**config.mk**
```make
export PLATFORM = sky130hd
export DESIGN_NAME = irq_ctrl_flat
export DESIGN_NICKNAME = d
export VERILOG_FILES = /design/src/rtl/irq_ctrl_if.sv /design/src/rtl/irq_ctrl.sv /design/src/flat_wrapper.sv
export SDC_FILE = /design/constraint.sdc
export NUM_CORES = 1
export LEC_CHECK = 0
export ABC_CLOCK_PERIOD_IN_PS = 1700
export CORE_MARGIN = 5
export CORE_UTILIZATION = 25
export DETAILED_ROUTE_END_ITERATION = 10
export GPL_ROUTABILITY_DRIVEN = 0
export HOLD_SLACK_MARGIN = 0.15
export PLACE_DENSITY_LB_ADDON = 0.05
export SLEW_MARGIN = 20
export SYNTH_ARGS = -nofsm -noshare
export SYNTH_HDL_FRONTEND = slang
export SYNTH_SLANG_ARGS = --single-unit
```
**constraint.sdc**
```tcl
create_clock -name clk -period 1.7 [get_ports clk]
set_input_delay 0.34 -clock clk [delete_from_list [all_inputs] [get_ports clk]]
set_output_delay 0.34 -clock clk [all_outputs]
set_load 0.05 [all_outputs]
```
**src/rtl/irq_ctrl_if.sv**
```systemverilog
// Register-bus port of the interrupt controller: word-select, write strobe and data.
// The slave drives rdata combinationally from addr.
interface irq_ctrl_if;
  logic [1:0]  addr;
  logic        we;
  logic [31:0] wdata;
  logic [31:0] rdata;

  modport master (output addr, output we, output wdata, input rdata);
  modport slave  (input addr, input we, input wdata, output rdata);
endinterface

```
**src/rtl/irq_ctrl.sv**
```systemverilog
// Interrupt controller: synchronises device lines and latches them as edge/level pending bits.
// Masks and fixed-priority arbitrates them, then sequences one request to the CPU.
module irq_ctrl #(
  parameter int unsigned N_SRC = 6
) (
  input  logic             clk,
  input  logic             reset,
  input  logic [N_SRC-1:0] src,
  irq_ctrl_if.slave        bus,
  output logic [N_SRC-1:0] hwint,
  output logic             irq,
  output logic [2:0]       irq_id,
  input  logic             ack
);

  localparam int unsigned DW = 32;
  localparam int unsigned IW = 3;

  localparam logic [1:0] ST_IDLE  = 2'd0;
  localparam logic [1:0] ST_REQ   = 2'd1;
  localparam logic [1:0] ST_INSVC = 2'd2;

  localparam logic [1:0] A_PEND = 2'd0;
  localparam logic [1:0] A_MASK = 2'd1;
  localparam logic [1:0] A_MODE = 2'd2;
  localparam logic [1:0] A_EOI  = 2'd3;

  logic [N_SRC-1:0] s1_q, s2_q, s3_q;
  logic [N_SRC-1:0] pend_q, pend_d;
  logic [N_SRC-1:0] mask_q, mask_d;
  logic [N_SRC-1:0] mode_q, mode_d;
  logic [N_SRC-1:0] hwint_q, hwint_d;
  logic [IW-1:0]    cur_id_q, cur_id_d;
  logic [1:0]       state_q, state_d;

  logic [N_SRC-1:0] act_c, rise_c, w1c_c, eoi_clr_c;
  logic [IW-1:0]    win_c;
  logic             any_c, eoi_hit_c;
  logic             unused_wdata;

  assign unused_wdata = ^bus.wdata;

  // Fixed-priority winner: lowest active index.
  always_comb begin
    act_c = pend_q & mask_q;
    any_c = |act_c;
    win_c = '0;
    for (int i = int'(N_SRC) - 1; i >= 0; i--) begin
      if (act_c[i]) win_c = IW'(i);
    end
  end

  // Pending, mask and mode register updates; an edge set beats a same-cycle clear.
  always_comb begin
    rise_c    = s2_q & ~s3_q;
    w1c_c     = (bus.we && bus.addr == A_PEND) ? bus.wdata[N_SRC-1:0] : '0;
    eoi_hit_c = bus.we && (bus.addr == A_EOI) && (state_q == ST_INSVC);
    eoi_clr_c = eoi_hit_c ? (N_SRC'(1) << cur_id_q) : '0;
    pend_d    = (mode_q & ((pend_q & ~(w1c_c | eoi_clr_c)) | rise_c)) | (~mode_q & s2_q);
    mask_d    = (bus.we && bus.addr == A_MASK) ? bus.wdata[N_SRC-1:0] : mask_q;
    mode_d    = (bus.we && bus.addr == A_MODE) ? bus.wdata[N_SRC-1:0] : mode_q;
    hwint_d   = act_c;
  end

  // Request sequencer: IDLE -> REQ -> INSVC -> IDLE.
  always_comb begin
    state_d  = state_q;
    cur_id_d = cur_id_q;
    case (state_q)
      ST_IDLE: begin
        if (any_c) begin
          state_d  = ST_REQ;
          cur_id_d = win_c;
        end
      end
      ST_REQ: begin
        if (ack) begin
          state_d = ST_INSVC;
        end else if (!any_c) begin
          state_d = ST_IDLE;
        end else begin
          cur_id_d = win_c;
        end
      end
      ST_INSVC: begin
        if (eoi_hit_c) state_d = ST_IDLE;
      end
      default: state_d = ST_IDLE;
    endcase
  end

  always_ff @(posedge clk or negedge reset) begin
    if (!reset) begin
      s1_q     <= '0;
      s2_q     <= '0;
      s3_q     <= '0;
      pend_q   <= '0;
      mask_q   <= '0;
      mode_q   <= '0;
      hwint_q  <= '0;
      cur_id_q <= '0;
      state_q  <= ST_IDLE;
    end else begin
      s1_q     <= src;
      s2_q     <= s1_q;
      s3_q     <= s2_q;
      pend_q   <= pend_d;
      mask_q   <= mask_d;
      mode_q   <= mode_d;
      hwint_q  <= hwint_d;
      cur_id_q <= cur_id_d;
      state_q  <= state_d;
    end
  end

  assign hwint  = hwint_q;
  assign irq    = (state_q == ST_REQ);
  assign irq_id = cur_id_q;

  // Read mux; unimplemented upper bits read as zero.
  always_comb begin
    bus.rdata = '0;
    case (bus.addr)
      A_PEND:  bus.rdata = DW'(pend_q);
      A_MASK:  bus.rdata = DW'(mask_q);
      A_MODE:  bus.rdata = DW'(mode_q);
      default: bus.rdata = {22'b0, state_q, 5'b0, cur_id_q};
    endcase
  end

endmodule

```
**src/flat_wrapper.sv**
```systemverilog
// flat-port wrapper written by rule: the top's interface ports become plain ports
module irq_ctrl_flat 
#(
  parameter int unsigned N_SRC = 6
)
  (clk, reset, src, hwint, irq, irq_id, ack, bus_addr, bus_we, bus_wdata, bus_rdata);
  irq_ctrl_if bus_i ();
  input  logic clk;
  input  logic reset;
  input  logic [N_SRC-1:0] src;
  output logic [N_SRC-1:0] hwint;
  output logic irq;
  output logic [2:0] irq_id;
  input  logic ack;
  input wire logic [$bits(bus_i.addr)-1:0] bus_addr;
  input wire logic [$bits(bus_i.we)-1:0] bus_we;
  input wire logic [$bits(bus_i.wdata)-1:0] bus_wdata;
  output wire logic [$bits(bus_i.rdata)-1:0] bus_rdata;
  assign bus_i.addr = bus_addr;
  assign bus_i.we = bus_we;
  assign bus_i.wdata = bus_wdata;
  assign bus_rdata = bus_i.rdata;
  irq_ctrl #(.N_SRC(N_SRC)) u_core (.clk(clk), .reset(reset), .src(src), .bus(bus_i), .hwint(hwint), .irq(irq), .irq_id(irq_id), .ack(ack));
endmodule
```
# After elaboration in Yosys (flattened, before gate mapping)
# Cells that the tools add are included.
# totals
word_cells	58
inputBits	44
register_bits	47
out_inout_bits	42
# classes
bitwise	11
n_eq_ne	9
shift	1
muxes	17
reduce_logical	11
# op_table
operator	count
$and 6x6->6	5
$pmux 10 s3	1
$mux 3	8
$not 6->6	3
$or 6x6->6	3
$mux 6	2
$mux 2	4
$eq 2x2->1 const B	3
$pmux 2 s3	1
$pmux 3 s2	1
$reduce_or 6->1	1
$shl 1x3->6 const A	1
$logic_and 1x1->1	5
$eq 2x1->1 const B	2
$logic_not 2->1	2
$ne 2x1->1 const B	2
$ne 3x3->1 const B	1
$reduce_and 3->1	1
$ne 2x2->1 const B	1
$reduce_and 2->1	1
$reduce_bool 2->1	1

# Depth between registers and ports, before layout
# logic_depth
word_depth	10
ltp_mapped	5
depth_no_buf	4

# Worst setup path before layout
# No wires, ideal clock.
# synth_path
path_type	input-to-output
from	input port bus_addr[0]
to	output port bus_rdata[3]
arrival_ps	1709
path_stages	3
n_path_buf	1
setup_slack_ps	-349
required_ps	1360
cell_sequence	buf_4 mux2i_1 o21ai_0
# synth_between
elab_chain_cells	2
word_cells_on_any_way	4
cone_classes	2 x eq/ne; 1 x mux; 1 x reduce/logical
# synth_lines
item	line_no	rtl
start, declared	flat_wrapper.sv:15	input wire logic [$bits(bus_i.addr)-1:0] bus_addr;
$eq 2x2->1, or another cell as far along	irq_ctrl.sv:123	case (bus.addr)
$pmux 10 s3 *	irq_ctrl.sv:123	
end, declared	flat_wrapper.sv:18	output wire logic [$bits(bus_i.rdata)-1:0] bus_rdata;
# Mark *: on every way between the ends. The rest lies on a longest branch, timed or not.

# Final worst setup path
# layout_path
from	register u_core.mode_q[2]
to	output port bus_rdata[2]
# layout_between
elab_chain_cells	1
# layout_lines
item	line_no	rtl
start, declared	irq_ctrl.sv:31	logic [N_SRC-1:0] mode_q, mode_d;
start signal, assigned	irq_ctrl.sv:109	mode_q <= mode_d;
$pmux 10 s3	irq_ctrl.sv:123	
# Every way passes these cells.

==> metrics.md <==
| Metric | Value |
|---|---|
| Initial antenna violation count | `0` |
| Leak pwr | `1.30 nW` |
| R2R Setup Slk | `250 ps` |
| Setup WS post-layout | `-28.2 ps` |
| R2r endpoint | `u_core.pend_q[2]` |
| HPWL after detailed placement | `between 3 and 4 mm` |
| Routed WL per cell | `14.5 um` |
| Tot Pwr | `3.94 mW` |
| Tmin final | `1730 ps` |
| Post-synth EDFFs | `0` |
| Setup TNS | `-28.2 ps` |
| Ys Warns | `0` |
| Row cnt | `33` |
| PD cells | `1380 nW/um^2` |
| Post-synth top area share | `56.7%` |
| Share of layout cells above drive strength 1 | `31.3%` |
| Post-synthesis async set-or-reset flop share | `100%` |
| Commonest non-fill, non-tap cell in the layout | `dfrtp_1` |
| Global-route wire length before repair | `7.47 mm` |
| Ranking of synthesized cells by area | `dfrtp_1, buf_4, mux2_2` |
| Max cap viols | `0` |
| Synth-to-layout area growth | `37.2%` |
| Min-delay worst type | `reg -> reg` |
| Logic pwr share | `43.8%` |
| Clock slew at reported path FFs | `80 ps` |
| Cell internal pwr | `2.47 mW` |
| Worst Reg-to-Reg Cells | `5` |
| Vias in the first global route | `1335` |
| Port Buf Inserts | `35` |
| Die width | `101 um` |
| Sequential share of the synthesized area | `between 50% and 60%` |
| Clock latency on the worst-skew pair | `290 ps` |
| Fin cells | `335` |
| Failing checks | `setup timing` |
| Switching pwr | `1.47 mW` |
| Worst hold path depth | `0` |
| Run status | `finished with violations` |
| Worst hold slack | `354 ps` |
| Top-level I/O count | `86` |
| DRC | `0` |
| Post-Synthesis Cells | `168` |
| Critical Path RT | `1360 ps` |
| Final setup fails | `1` |
| F_max | `579 MHz` |
| Element type at the critical path start | `flop` |
| Dpl ws | `-411 ps` |
| Starting density of the core | `25.5%` |
| Hold Path Sink | `u_core.s2_q[4]` |
| CP Capture Type | `output port` |
| Pins over their slew limit | `0` |
| Maximum buffer depth of the clock tree | `2` |
| CTS Sinks | `47` |
| Core Area | `8130 sq um` |
| Final clock skew | `between 7 and 8 ps` |
| RSZ-0062 raised after global routing | `yes` |
| CTS Root Buffer Type | `clkbuf_8` |
| Die area | `10200 sq um` |
| Max rail drop VDD | `about 630 uV` |
| Placed cell count | `around 320` |
| R2r startpoint | `u_core.irq_id[2]` |
| Drt via density | `4.07` |
| Largest net degree at the start of global routing | `29` |
| Largest area contributor in the netlist | `dfrtp_1` |
| Critical path arrival | `1390 ps` |
| Final Cycle Share | `102%` |
| CTS Buf Count | `5` |
| Clock power share | `~20%` |
| DRT antenna net count | `0` |
| Nets | `274` |
| Initial DRC count | `30` |
| Netlist cell types | `31` |
| Total track usage | `9.78%` |
| Dpl cell area | `~2700 sq um` |
| Design Area, Final | `2850 sq um` |
| Post-synth top flop | `dfrtp_1` |
| Seq pwr share | `36.3%` |
| Diodes inserted | `0` |
| Initial DRT Pass Iterations | `4` |
| Die Height | `101 um` |
| GR Overflow Total | `0` |
| Htree depth | `2` |
| Post-synthesis register bit count | `47` |
| Crit path max fanout | `4` |
| Post-synthesis cell area | `2070 sq um` |
| Vias | `1364` |
| Commonest cells after routing, fill and taps aside | `dfrtp_1, conb_1, buf_4` |
| Post-layout util | `35.0%` |
| Final Routed Wirelength | `4.85 mm` |
| Setup CP Type | `reg -> out` |
| # fillers | `803` |
| Syn avg cell area | `between 10 and 15 sq um` |
| Sw Ratio | `37.3%` |
| Final Hold Viols | `0` |
| CTS tree | `done` |
| Min-delay src | `u_core.s1_q[4]` |
[repair_timing]
item / in CTS / in global routing
cloned: 0 / 0
endpoints found under the setup margin: 10 / 5
hold endpoints to repair: 19 / 0
setup buffers: 5 / 1
resized for setup: 9 / 2
hold buffers: 1 / 0
[per-layer routing]
metal	routed length (um)	track usage (%)	vias to the layer above
met5	0	0	-
met4	42	2.76	0
met3	340	2.77	5
met2	2210	14.9	47
met1	2250	13.6	650
li1	-	-	662
[power groups by stage]
| stage | combinational (mW) | sequential [mW] | clock [mW] |
|---|---|---|---|
| final | 1.73 | 1.43 | 0.781 |
| after global routing | 1.83 | 1.46 | 0.856 |
| after CTS | 1.73 | 1.43 | 0.818 |
| after detailed placement | 1.64 | 1.47 | 0 |
| after global placement | 1.63 | 1.47 | 0 |
| after floorplan | 0.761 | 1.68 | 0 |
[worst max path at each step]
stage / endpoint / start / cells past startpoint / slack, ps
2_1_floorplan: bus_rdata[3] / bus_addr[0] / 3 / 30
5_1_grt: bus_rdata[2] / u_core.mode_q[2] / 2 / -60
3_5_place_dp: u_core.pend_q[5] / bus_addr[1] / 7 / -410
4_1_cts: bus_rdata[2] / u_core.irq_id[2] / 2 / -40
3_3_place_gp: u_core.pend_q[5] / bus_addr[1] / 7 / -390
6_report: bus_rdata[2] / u_core.mode_q[2] / 2 / -30
[critical path, stage by stage (launching register included)]
cell and delay, ps:
dfrtp_1 410, mux4_2 510, buf_8 180
[kinds of logic after synthesis]
family | Yosys count | synth area share, %
simple gates | 49 | 12.7
compound gates | 22 | 8.20
mux | 19 | 11.8
other cells | 1 | 0.181
flops | 47 | 56.7
buf+inv | 30 | 10.4
[final cells by class]
| type | instances | area, sq um | share of cell area, % |
|---|---|---|---|
| Sequential cell | 47 | 1180 | 41.3 |
| Tap cell | 105 | 131 | 4.62 |
| Inverter | 4 | 15.0 | 0.528 |
| Timing Repair Buffer | 58 | 643 | 22.6 |
| Clock buffer | 6 | 72.6 | 2.55 |
| Clock inverter | 1 | 30.0 | 1.06 |
| Multi-Input combinational cell | 114 | 777 | 27.3 |
[state kept, by name, summed over array words and instances, names as in the netlist]
register / cells
u_core.hwint: 6
u_core.mask_q: 6
u_core.mode_q: 6
u_core.pend_q: 6
u_core.s1_q: 6
u_core.s2_q: 6
u_core.s3_q: 6
u_core.irq_id: 3
u_core.state_q: 2
[synth_stat cells (2+ instances only)]
| cell | instances |
|---|---|
| o21ai_0 | 8 |
| a21oi_1 | 4 |
| mux4_2 | 3 |
| mux2i_1 | 3 |
| nor2_1 | 2 |
| dfrtp_1 | 47 |
| and2_1 | 4 |
| inv_1 | 4 |
| nand2b_1 | 2 |
| and3_1 | 3 |
| nor4_1 | 2 |
| nand3_1 | 6 |
| a22o_1 | 3 |
| mux2_2 | 13 |
| buf_4 | 25 |
| a31oi_1 | 2 |
| nand2_1 | 23 |
No activity file was read; power rests on OpenSTA's default activity.
